===== src/rtl/fetch_sequencer_pkg.sv =====
// Shared definitions for the instruction fetch sequencer: FSM state
// encoding, instruction/byte widths and byte-lane positions within inst.
package fetch_sequencer_pkg;

  localparam logic [2:0] ST_IDLE  = 3'd0;
  localparam logic [2:0] ST_F_OP  = 3'd1;
  localparam logic [2:0] ST_F_A1  = 3'd2;
  localparam logic [2:0] ST_F_A2  = 3'd3;
  localparam logic [2:0] ST_VALID = 3'd4;

  localparam int INST_W = 24;
  localparam int BYTE_W = 8;

  // Bit offsets of each byte inside the assembled instruction word
  localparam int OP_LSB = 16;
  localparam int A1_LSB = 8;
  localparam int A2_LSB = 0;

endpackage


===== src/rtl/fetch_sequencer_pc.sv =====
// Program counter for the fetch sequencer: loads RESET_PC on reset,
// takes a redirect target, or steps by one with natural modulo wrap.
module fetch_sequencer_pc #(
  parameter int                ADDR_W   = 8,
  parameter logic [ADDR_W-1:0] RESET_PC = '0
) (
  input  logic              clk,
  input  logic              rst_n,
  input  logic              load,
  input  logic [ADDR_W-1:0] target,
  input  logic              inc,
  output logic [ADDR_W-1:0] pc
);

  // Redirect has priority over increment; the +1 wraps at 2**ADDR_W
  always_ff @(posedge clk or negedge rst_n) begin
    if (!rst_n) begin
      pc <= RESET_PC;
    end else if (load) begin
      pc <= target;
    end else if (inc) begin
      pc <= pc + 1'b1;
    end
  end

endmodule


===== src/rtl/fetch_sequencer.sv =====
// Instruction fetch controller: reads opcode/operand1/operand2 bytes from
// program memory at pc, pc+1, pc+2, assembles a 24-bit word and offers it
// to decode with valid/ready. A pc_load redirect overrides everything else
// in the same cycle, including a completing read or a decode acceptance.
module fetch_sequencer
  import fetch_sequencer_pkg::*;
#(
  parameter int                ADDR_W   = 8,
  parameter logic [ADDR_W-1:0] RESET_PC = '0
) (
  input  logic              clk,
  input  logic              rst_n,
  input  logic              run,
  output logic              mem_rd,
  output logic [ADDR_W-1:0] mem_addr,
  input  logic [BYTE_W-1:0] mem_data,
  input  logic              mem_ready,
  output logic [INST_W-1:0] inst,
  output logic              inst_valid,
  input  logic              inst_ready,
  input  logic              pc_load,
  input  logic [ADDR_W-1:0] pc_target,
  output logic [ADDR_W-1:0] pc
);

  logic [2:0] state_q;
  logic [2:0] state_d;
  logic       fetching;
  logic       byte_take;

  // Outputs decode directly from the state register, so an async reset
  // drops mem_rd and inst_valid in the same cycle it is asserted.
  assign fetching   = (state_q == ST_F_OP) || (state_q == ST_F_A1) || (state_q == ST_F_A2);
  assign mem_rd     = fetching;
  assign inst_valid = (state_q == ST_VALID);
  assign mem_addr   = pc;

  // A read completing under a redirect is discarded: no byte, no increment
  assign byte_take  = fetching && mem_ready && !pc_load;

  fetch_sequencer_pc #(
    .ADDR_W   (ADDR_W),
    .RESET_PC (RESET_PC)
  ) u_pc (
    .clk    (clk),
    .rst_n  (rst_n),
    .load   (pc_load),
    .target (pc_target),
    .inc    (byte_take),
    .pc     (pc)
  );

  // Next-state logic; run=0 only takes effect at an instruction boundary
  always_comb begin
    state_d = state_q;
    if (pc_load) begin
      state_d = run ? ST_F_OP : ST_IDLE;
    end else begin
      case (state_q)
        ST_IDLE:  if (run)        state_d = ST_F_OP;
        ST_F_OP:  if (mem_ready)  state_d = ST_F_A1;
        ST_F_A1:  if (mem_ready)  state_d = ST_F_A2;
        ST_F_A2:  if (mem_ready)  state_d = ST_VALID;
        ST_VALID: if (inst_ready) state_d = run ? ST_F_OP : ST_IDLE;
        default:                  state_d = ST_IDLE;
      endcase
    end
  end

  // State register
  always_ff @(posedge clk or negedge rst_n) begin
    if (!rst_n) begin
      state_q <= ST_IDLE;
    end else begin
      state_q <= state_d;
    end
  end

  // Byte assembly: each fetch state owns one lane; untouched lanes keep old data
  always_ff @(posedge clk or negedge rst_n) begin
    if (!rst_n) begin
      inst <= '0;
    end else if (byte_take) begin
      case (state_q)
        ST_F_OP: inst[OP_LSB +: BYTE_W] <= mem_data;
        ST_F_A1: inst[A1_LSB +: BYTE_W] <= mem_data;
        ST_F_A2: inst[A2_LSB +: BYTE_W] <= mem_data;
        default: ;
      endcase
    end
  end

endmodule


===== config.mk =====
export PLATFORM = sky130hd
export DESIGN_NAME = fetch_sequencer
export DESIGN_NICKNAME = d
export VERILOG_FILES = /design/src/rtl/fetch_sequencer_pkg.sv /design/src/rtl/fetch_sequencer_pc.sv /design/src/rtl/fetch_sequencer.sv
export SDC_FILE = /design/constraint.sdc
export NUM_CORES = 1
export LEC_CHECK = 0
export ABC_AREA = 0
export BUFFER_PORTS_ARGS = -buffer_cell sky130_fd_sc_hd__clkbuf_2
export CORE_MARGIN = 8
export CORE_UTILIZATION = 50
export CTS_BUF_LIST = sky130_fd_sc_hd__clkbuf_8
export CTS_CLUSTER_DIAMETER = 30
export DETAILED_ROUTE_END_ITERATION = 10
export HOLD_SLACK_MARGIN = 0.1
export PLACE_DENSITY = 0.78
export SKIP_CTS_REPAIR_TIMING = 1
export SLEW_MARGIN = 10
export SYNTH_ARGS = -nofsm -noshare
export SYNTH_HDL_FRONTEND = slang
export SYNTH_SLANG_ARGS = --single-unit

===== constraint.sdc =====
create_clock -name clk -period 3.65 [get_ports clk]
set_clock_uncertainty 0.05 [all_clocks]
set_input_delay 0.365 -clock clk [delete_from_list [all_inputs] [get_ports clk]]
set_output_delay 0.365 -clock clk [all_outputs]
set_load 0.1 [all_outputs]

==> results, run 1 <==
- The area enclosed by the die boundary is 5480 µm².
- Measured against its own limit, the worst slew margin works out to 44.2%.
- The count of yosys warnings during synthesis is 0.
- The worst setup path is captured at an output pin.
- For this run, the total global-route usage over all layers was measured as 14.5%.
- The transition time at the pin with the least slew margin is 0.837 ns.
- Among all cell types in the netlist, the one instantiated most often is dfrtp_1.
- The total setup violations reported at the end of the flow is 0.
- The share of flip-flops with an asynchronous set or reset is 100%.
- For this design the top-level I/O count stands at 64.
- The top achievable clock speed is 0.499 GHz.
- The worst endpoint data arrival time is 1.59 ns.
- The post-route netlist has 52.4% of its cells at a drive strength greater than 1.
- At the later pin of the worst-skew pair, clock insertion delay measures approximately 0.29 ns.
- The number of cell instances on the worst register-to-register path is 3.
- Summed over all nets, wire length on met3 after detailed routing comes to 358 µm.
- The sequential cells in the finished layout cover a total of around 880 µm².
- Sorting the synthesized cells by area gives the leading types as dfrtp_1, mux2_2, mux2_4, buf_4, o21ai_0.
- The filler cell count in the final layout is 271.
- The aggregate global routing overflow is 0.
- The number of optimization iterations in the first detailed-route pass is 4.
- TritonCTS built the clock tree.
- The setup slack at placement is 1.67 ns.
- The flow ran to the end, and the final reports show no timing, DRC or antenna violations.
- The final routed DRC violation total is 0.
- Summed over all instances, the cell type with the most area after synthesis is dfrtp_1.
- The commonest register cell after synthesis is dfrtp_1.
- The class of the most critical hold timing path is in2async.
- After the first detailed-routing iteration, the DRC count stood at 49.
- The residual antenna-violating net count after detailed routing is 0.
- The sequential fraction of the synthesis area is 52.0%.
- The final critical path takes up 54.9% of the cycle.
- The floorplan step set the die width to approximately 74 µm.
- The total via count after detailed routing is 1214.
- The initial antenna violation count came to 0.
- The first global-routing pass estimated 6.06 mm of wire.
- The number of nets handed over by synthesis was 158.
- The count of buffering cells on the critical path with inverters included is 1.
- The register-to-register setup slack is 1.92 ns.
- The cell type group with the largest total delay on the critical path is flip-flops.
- The worst path meets setup with between 1.5 and 2 ns of slack.
- 0 antenna diodes ended up in the layout.
- The clock net in this run drives a total of 35 sinks.
- The final hold violation count came to 0.
- Dividing the detail-routed wire length by the instance count gives 15.3 µm.
- The number of vias per cell after detailed routing is 5.12.
- The library cell used as clock root buffer is clkbuf_8.
- Across all hold checks on the routed design, the worst slack comes to 0.118 ns.
- The initialized floorplan defines 21 standard-cell rows.
- The final layout net count is 213.
- The total count of max-transition violations in the final report is 0.
- The commonest cells after synthesis are dfrtp_1, mux2_2, nand2_1, buf_4, o21ai_0.
- The standard cell with the maximum stage delay on the critical path is dfrtp_1.
- The number of max-capacitance violations reported is 0.
- In this run the deepest clock path goes through 2 buffers.
- Along the worst path, the maximum fanout reaches 10.
- From bottom edge to top edge, the die measures 74.0 µm.
- Synthesis handed over a netlist of 135 instances.
- The count of buffers added on input and output ports is 63.
- The number of CTS-inserted buffers is 5.
- Entering global routing, the biggest net connects 36 pins.
- The nature of the critical path startpoint is a flop.
- The highest layer used for signal routing is met4.
- The post-route minimum period is 2.00 ns.
- The area growth from synthesis to final layout is 22.8%.
- The multi-input combinational cells in the finished layout cover a total of approximately 700 µm².
- The met1 wire length is 1.57 mm.
- The floorplan step defined a core boundary enclosing approximately 3300 µm².
- The worst reg2reg path startpoint is state_q[1].
- STA puts the critical path data required time at 3.23 ns.
- The number of global-route vias before repair is 1313.
- The number of different library cells in the post-synthesis netlist is 29.
- Setup repair after global routing left no endpoint under its margin.
- Traced cell by cell, the critical path runs through o21ba_4 -> clkbuf_2.
- After detailed routing, the met2 layer carries 1.66 mm of wire.
- The HPWL reported at the end of detailed placement is 2.80 mm.
- The capture instance of the worst register-to-register path is inst[14].
- The synthesized design devotes to its leading area cell type 52.0% of total area.
- The critical path class is reg2out.
- Setup total negative slack on the finished layout was measured at 0 ns.
- The H-tree was split into 2 levels.
- The synthesis-stage register bit count is 35.
- The initial utilization of the core area, before any placement, comes to between 50 and 60%.
- The total routed wirelength is ~3.6 mm.
- The routability congestion estimate from global placement is a little under 0.8.
- Yosys mapped a number of flops with a built-in enable equal to 0.
- Clock-pin slew was measured on the worst setup and hold paths at about 0.07 ns.
- Summing every instance area after synthesis gives 1680 µm².
- In this run the mean area of a mapped cell was 12.5 µm².
- In this design, the stage delay of the slowest critical-path cell is 0.51 ns.
[worst register-to-register path: cells and delay by family, from the launching register on]
family / cells / cell delay [ns]
AND/OR/NAND/NOR: 2 / 0.65
multiplexers: 1 / 0.41
flip-flops: 1 / 0.51
[worst max path at each step]
stage          startpoint         end  slack [ns]  depth (start not counted)
5_1_grt        state_q[1]  inst_valid        1.57                          3
6_report       state_q[2]      mem_rd        1.65                          2
3_5_place_dp      pc_load    inst[20]        1.67                          3
3_3_place_gp      pc_load    inst[21]        1.72                          3
4_1_cts        state_q[2]      mem_rd        1.63                          2
2_1_floorplan  u_pc.pc[0]  u_pc.pc[7]        1.57                          4
[cells in the final DEF, fill, tap and decap left out, types with 2 or more instances in the layout]
cell and count:
a21oi_1 2, and2_1 2, and3_1 2, clkbuf_2 63
clkbuf_8 5, dfrtp_1 35, inv_1 2, mux2_2 17
mux2_4 8, nand2_1 12, nand3_1 5, nor2_1 4
nor2b_1 3, nor4_4 2, o21ai_0 9, or4_1 2
xor2_1 5
[state kept, by name, summed over array words and instances (netlist names)]
| register | count |
|---|---|
| u_pc.pc | 8 |
| state_q | 3 |
| inst | 24 |
[cells by family (layout without fill, tap and decap cells)]
logic type / Yosys count / count (layout) / share of synthesized area (%)
AND/OR/NAND/NOR: 37 / 37 / 13.8
flip-flops: 35 / 35 / 52.0
multiplexers: 26 / 26 / 19.1
buffers and inverters: 17 / 73 / 6.47
AO/OA/AOI/OAI: 13 / 13 / 4.76
XOR/XNOR: 6 / 6 / 3.12
adder cells (fa/ha/maj): 1 / 1 / 0.743
[per-stage QoR]
stage                     utilization [%]  instance area (µm²)  std cells
after global routing                 62.9                 2070        237
final                                62.9                 2070        237
after floorplan                         -                 1680        135
after detailed placement             59.5                 1950        229
after CTS                            62.9                 2070        237
after global placement               59.5                 1950        229
[per-layer routing]
metal | vias to the layer above | global-route usage, %
li1 | 564 | -
met1 | 587 | 17.5
met3 | 5 | 5.53
met2 | 58 | 22.9
met4 | 0 | 5.32
met5 | - | 0
[final cells by class]
class	count	area share [%]
sequential	35	42.4
multi-input combinational	83	33.8
timing repair buffer	63	15.3
clock buffer	5	3.33
tap	46	2.78
clock inverter	3	2.12
inverter	2	0.363
Power of run 1 is not shown: default switching activity piles up to over one toggle a cycle in this logic, so the estimate is an artifact.
==> run 2, diff against run 1 <==
Settings changed: CORE_UTILIZATION 50 to 45, PLACE_DENSITY 0.78 to 0.74.
Clock period 3.65 ns to 1.7 ns, I/O delays scaled along.
==> run 2 against run 1 <==
Against the previous run: count of clock-buffer cells in the layout increased by 1; first-iteration DRC count increased by 29%; highest routed layer unchanged; sequential share of layout area decreased by 4.1 points; core utilization increased by 0.60 points; worst hold slack got worse by 0.014 ns; critical endpoint is now u_pc.pc[6]; design area increased by 12%; via count increased by 4.4%; worst setup slack got worse by 1.6 ns.
==> results, run 2 (same netlist as run 1, synthesis figures left out) <==
- The critical path class was reg2reg (was reg2out).
- RSZ-0062 raised after global routing: no (unchanged).
- The share of final-layout standard cells stronger than drive strength 1 is 53.3% (was 52.4%).
- The antenna diode count is 0 (unchanged).
- The capture instance of the worst register-to-register path was u_pc.pc[6] (was inst[14]).
- The number of CTS-inserted buffers is 5 (unchanged).
- The wire length of the first global-routing pass was 6.53 mm (was 6.06 mm).
- The first element of the critical path is state_q[2] (unchanged).
- The number of vias per cell after detailed routing is 4.88 (was 5.12).
- The total routed wirelength is 4.11 mm (was 3.63 mm).
- The register containing the most flip-flops in the final layout is inst (unchanged).
- The number of rows created at floorplan is 22 (was 21).
- The nature of the critical path startpoint is a flop (unchanged).
- The transition time at the pin with the least slew margin is 0.833 ns (was 0.837 ns).
- The number of flip-flops in the largest register is 24 (unchanged).
- Subtracting the final worst setup slack from the clock period gives 1.64 ns.
- The number of global-route vias before repair was 1338 (was 1313).
- The worst endpoint data arrival time is 1.81 ns (was 1.59 ns).
- The y dimension of the die came to 77.2 µm (was 74.0 µm).
- The total count of max-transition violations in the final report is 0 (unchanged).
- The clock-pin slew on the worst setup and hold paths is 0.07 ns (about the same).
- Of the available clock period, the critical path in the final layout requires 96.2%.
- The aggregate global routing overflow is 0 (unchanged).
- The final routed DRC violation total is 0 (unchanged).
- The last element of the critical path is u_pc.pc[6] (was mem_rd).
- The number of optimization iterations in the first detailed-route pass is 4 (unchanged).
- The library cell used as clock root buffer is clkbuf_8 (unchanged).
- The maximum number of buffers from clock root to sink is 2 (unchanged).
- The leading cell type in the layout, fill and taps excluded was clkbuf_2 (unchanged).
- The routability congestion estimate from global placement is 0.763 (was 0.769).
- The final hold violation count was 0 (unchanged).
- The average detailed-routed wire length per instance is 15.8 µm (was 15.3 µm).
- The worst max-slew margin expressed relative to the limit is 44.4% (was 44.2%).
- The worst reg2reg path startpoint is state_q[2] (was state_q[1]).
- The initial antenna violation count is 0 (unchanged).
- Largest registers: inst (24), u_pc.pc (8), state_q (3) (unchanged).
- Outcome: complete, no violations (unchanged).
- The required time of the critical path came to 1.87 ns (was 3.23 ns).
- The area of all placed cells without fillers is 2310 µm² (was 2070 µm²).
- The die width was 77.2 µm (was 74.0 µm).
- The HPWL reported at the end of detailed placement is 3.08 mm (was 2.80 mm).
- The total setup violations reported at the end of the flow came to 0 (unchanged).
- The final layout net count is 234 (was 213).
- The area of placed instances is 2040 µm² (was 1950 µm²).
- The maximum fanout count along the critical path is 5 (was 10).
- The port buffer count is 63 (unchanged).
- Commonest non-fill, non-tap cells in the layout: clkbuf_2, dfrtp_1, mux2_2 (unchanged).
- The starting utilization of the core area came to 46.3% (was 51.2%).
- The number of placed I/O pins was 64 (unchanged).
- The number of cell instances on the worst register-to-register path was 4 (was 3).
- The number of clock sinks came to 35 (unchanged).
- The launch point of the worst hold path is mem_data[7].
- The area growth from synthesis to final layout was 37.2% (was 22.8%).
- The area enclosed by the die boundary came to 5950 µm² (was 5480 µm²).
- The number of max-capacitance violations reported came to 0 (unchanged).
- The residual antenna-violating net count after detailed routing is 0 (unchanged).
- The category of the worst setup path capture point is a flop (was output pin).
- The total routing resource utilization after global routing came to 13.7% (was 14.5%).
- The class of the most critical hold timing path is in2reg (was in2async).
- The CTS tree was yes (unchanged).
- The total via count after detailed routing is 1268 (was 1214).
- The placeable core region was 3630 µm² (was 3280 µm²).
- The H-tree depth is 2 (unchanged).
- The register-to-register setup slack is 0.06 ns (was 1.92 ns).
- The maximum number of pins on one net before global-route repair came to 36 (unchanged).
- The first-iteration detailed-routing DRC count is 63 (was 49).
- For this run, the top clock speed supported by timing is between 0.6 and 0.7 GHz.
- The clock latency at the later pin of the worst-skew pair came to 0.29 ns (about the same).
- The final cell utilization of the core is 63.5% (was 62.9%).
run 2: cell count changes in the layout (fill, tap and decap cells not counted), moves of 2 or more:
cell | before | now
dlygate4sd3_1 | 0 | 15
dfrtp_1 | 35 | 28
dfrtp_2 | 0 | 7
buf_4 | 0 | 6
buf_12 | 0 | 2
clkbuf_2 | 63 | 61
run 2: worst min path at each step:
stage | to | slack [ns] | cells past startpoint
after floorplan | inst[0] | -0.18 | 0
after global placement | inst[14] | 0.25 | 1
after detailed placement | inst[19] | 0.27 | 1
after CTS | inst[17] | -0.05 | 1
after global routing | inst[7] | 0.11 | 2
final | inst[7] | 0.10 | 2
run 2: cell type report:
class	instances	area [µm²]
clock buffer	6	82.6
clock inverter	2	35.0
fill	305	1330
inverter	2	7.51
multi-input combinational	83	698
sequential	35	885
tap	48	60.1
timing repair buffer	84	541
run 2: per-layer routing:
layer | vias up | share of wire [%] | global-route usage, %
met5 | - | 0 | 0
met4 | 0 | 2.6 | 6.79
met3 | 9 | 4.8 | 4.78
met2 | 28 | 54 | 23.3
met1 | 617 | 39 | 14.6
li1 | 614 | - | -
run 2: through the flow:
step	cells	TNS [ns]	setup slack, ns	hold slack (ns)
6_report	260	0	0.0639	0.103
5_1_grt	260	0	0.00884	0.105
4_1_cts	245	0	0.0376	-0.0508
3_5_place_dp	237	0	0.0658	0.268
3_3_place_gp	237	0	0.135	0.248
2_1_floorplan	135	-0.130	-0.0689	-0.176
run 2: critical path: stages, from the launching register on:
cell,delay [ns]
dfrtp_2,0.46
o21ba_4,0.31
nand4_1,0.18
or4_1,0.47
nand3_1,0.10
Power of run 2 is left out for the same reason.
==> run 3, diff against run 2 <==
Clock period 1.7 ns to 1.42 ns, I/O delays scaled along.
==> run 3 against run 2 <==
Against the previous run: the run now ends with negative setup slack left; worst setup slack got worse by 0.21 ns; routed wire length up 11%; core utilization rose by 11 points; via count is 7.2% higher; register-to-register slack lost 0.17 ns; final cell count increased by 8.8%; sequential share of layout area decreased by 5.4 points; critical path type is now reg2out.
==> results, run 3 (same netlist as run 1, synthesis figures left out) <==
- The total setup violations reported at the end of the flow came to 32 (was 0).
- The wire length of the first global-routing pass is 7.11 mm (was 6.53 mm).
- The cell count of the worst hold path is 4 (was 2).
- The die width is 77.2 µm (unchanged).
- The routability congestion estimate from global placement came to 0.762 (was 0.763).
- The maximum number of buffers from clock root to sink is 2 (unchanged).
- The area growth from synthesis to final layout is 60.1% (was 37.2%).
- RSZ-0062 raised after global routing: yes (was no).
- The register cell area after layout is 888 µm² (was 885 µm²).
- The number of rows created at floorplan is 22 (unchanged).
- The setup slack at placement is -0.133 ns (was 0.0658 ns).
- The number of placed I/O pins is 64 (unchanged).
- Commonest non-fill, non-tap cells in the layout: clkbuf_2, buf_4, dfrtp_1 (was clkbuf_2, dfrtp_1, mux2_2).
- The H-tree depth is 2 (unchanged).
- The port buffer count is 63 (unchanged).
- The worst path uses 110% of the clock period.
- The placeable core region is 3630 µm² (unchanged).
- Summed over all cells, the static leakage comes to 0.00133 µW.
- The clock-pin slew on the worst setup and hold paths came to 0.07 ns (about the same).
- The HPWL reported at the end of detailed placement came to 3.34 mm (was 3.08 mm).
- The maximum fanout count along the critical path is 5 (unchanged).
- IR analysis of the VDD net gives a maximum drop of ~940 µV.
- The library cell used as clock root buffer was clkbuf_8 (unchanged).
- The leading cell type in the layout, fill and taps excluded is clkbuf_2 (unchanged).
- The areal power density over the cells is roughly 2200 nW/µm².
- The final routed DRC violation total was 0 (unchanged).
- The first-iteration detailed-routing DRC count is 43 (was 63).
- The antenna diode count is 0 (unchanged).
- The final layout net count is 257 (was 234).
- The transition time at the pin with the least slew margin came to 0.549 ns (was 0.833 ns).
- The share of final-layout standard cells stronger than drive strength 1 was 59.1% (was 53.3%).
- The worst setup slack after layout was -0.143 ns (was 0.0639 ns).
- The required time of the critical path is 1.23 ns (was 1.87 ns).
- The initial antenna violation count came to 0 (unchanged).
- For this run, the top clock speed supported by timing is 0.640 GHz.
- The number of cell instances on the worst register-to-register path is 4 (unchanged).
- The category of the worst setup path capture point is an output pin (was flop).
- The register containing the most flip-flops in the final layout is inst (unchanged).
- The final hold violation count was 0 (unchanged).
- The y dimension of the die is 77.2 µm (unchanged).
- The filler cell count in the final layout is 252 (was 305).
- The post-route minimum period is roughly 1.6 ns.
- The maximum number of pins on one net before global-route repair came to 23 (was 36).
- The number of CTS-inserted buffers was 5 (unchanged).
- The number of clock sinks is 35 (unchanged).
- The area enclosed by the die boundary is 5950 µm² (unchanged).
- The worst endpoint data arrival time is 1.37 ns (was 1.81 ns).
- The area of the multi-input gates came to 777 µm² (was 698 µm²).
- The total via count after detailed routing is 1359 (was 1268).
- The total negative slack for setup checks is -2.40 ns (was 0 ns).
- The number of flip-flops in the largest register is 24 (unchanged).
- The class of the most critical hold timing path is in2reg (unchanged).
- The residual antenna-violating net count after detailed routing is 0 (unchanged).
- The critical path class is reg2out (was reg2reg).
- Largest registers: inst (24), u_pc.pc (8), state_q (3) (unchanged).
- The aggregate global routing overflow is 0 (unchanged).
- The number of optimization iterations in the first detailed-route pass is 4 (unchanged).
- The total routing resource utilization after global routing is 14.7% (was 13.7%).
- The worst max-slew margin expressed relative to the limit is 63.6% (was 44.4%).
- The total count of max-transition violations in the final report is 0 (unchanged).
- The number of max-capacitance violations reported is 0 (unchanged).
- The number of vias per cell after detailed routing is 4.80 (was 4.88).
- The checks that failed: negative setup slack.
- The average detailed-routed wire length per instance is 16.1 µm (was 15.8 µm).
- The CTS tree is yes (unchanged).
- The total routed wirelength was 4.55 mm (was 4.11 mm).
- The starting utilization of the core area was 46.3% (unchanged).
- The number of global-route vias before repair is 1490 (was 1338).
- Outcome: finished with violations (was complete, no violations).
- The nature of the critical path startpoint is a flop (unchanged).
- The clock latency at the later pin of the worst-skew pair is 0.28 ns (was 0.29 ns).
## run 3: layout make-up
class	count	area share, %
flip-flops and latches	35	33.0
repair buffers	107	31.5
multi-input cells	83	28.8
clock buffers	5	2.55
well taps	48	2.23
clock inverters	3	1.62
inverters	2	0.279
## run 3: final timing paths
kind                            start          to  slack, ns
max                        state_q[0]      mem_rd      -0.14
min                        inst_ready  state_q[2]       0.14
max reg2reg                state_q[0]    inst[15]      -0.11
min reg2reg                  inst[21]    inst[21]       0.47
max in group asynchronous       rst_n     inst[1]       0.60
min in group asynchronous       rst_n  state_q[1]       0.27
## run 3: through the flow
step / util (%) / cells / total power, µW / hold slack (ns) / cell area, µm²
after floorplan: - / 135 / 4380 / -0.204 / 1760
after global placement: 64.2 / 253 / 4990 / 0.0258 / 2330
after detailed placement: 64.2 / 253 / 5040 / 0.0363 / 2330
after CTS: 67.3 / 261 / 5940 / -0.271 / 2440
after global routing: 74.2 / 283 / 6210 / 0.194 / 2700
final: 74.2 / 283 / 5990 / 0.143 / 2700
## run 3: critical path: stages, from the launching register on
cell and delay (ns):
dfrtp_2 0.43, buf_4 0.14, o21ba_4 0.23, buf_6 0.13
buf_12 0.16
## run 3: per-layer routing
layer | up-vias | track usage, % | wire, µm
met1 | 644 | 16.3 | 1850
met2 | 57 | 23.3 | 2230
li1 | 654 | - | -
met3 | 4 | 8.04 | 433
met5 | - | 0 | 0
met4 | 0 | 5.09 | 48
## run 3: power by group
part / switching (µW) / internal [µW] / total [µW]
combinational: 2770 / 836 / 3610
clock: 354 / 522 / 876
sequential: 205 / 1300 / 1500
Note: power is estimated with default switching activity, not from simulation.
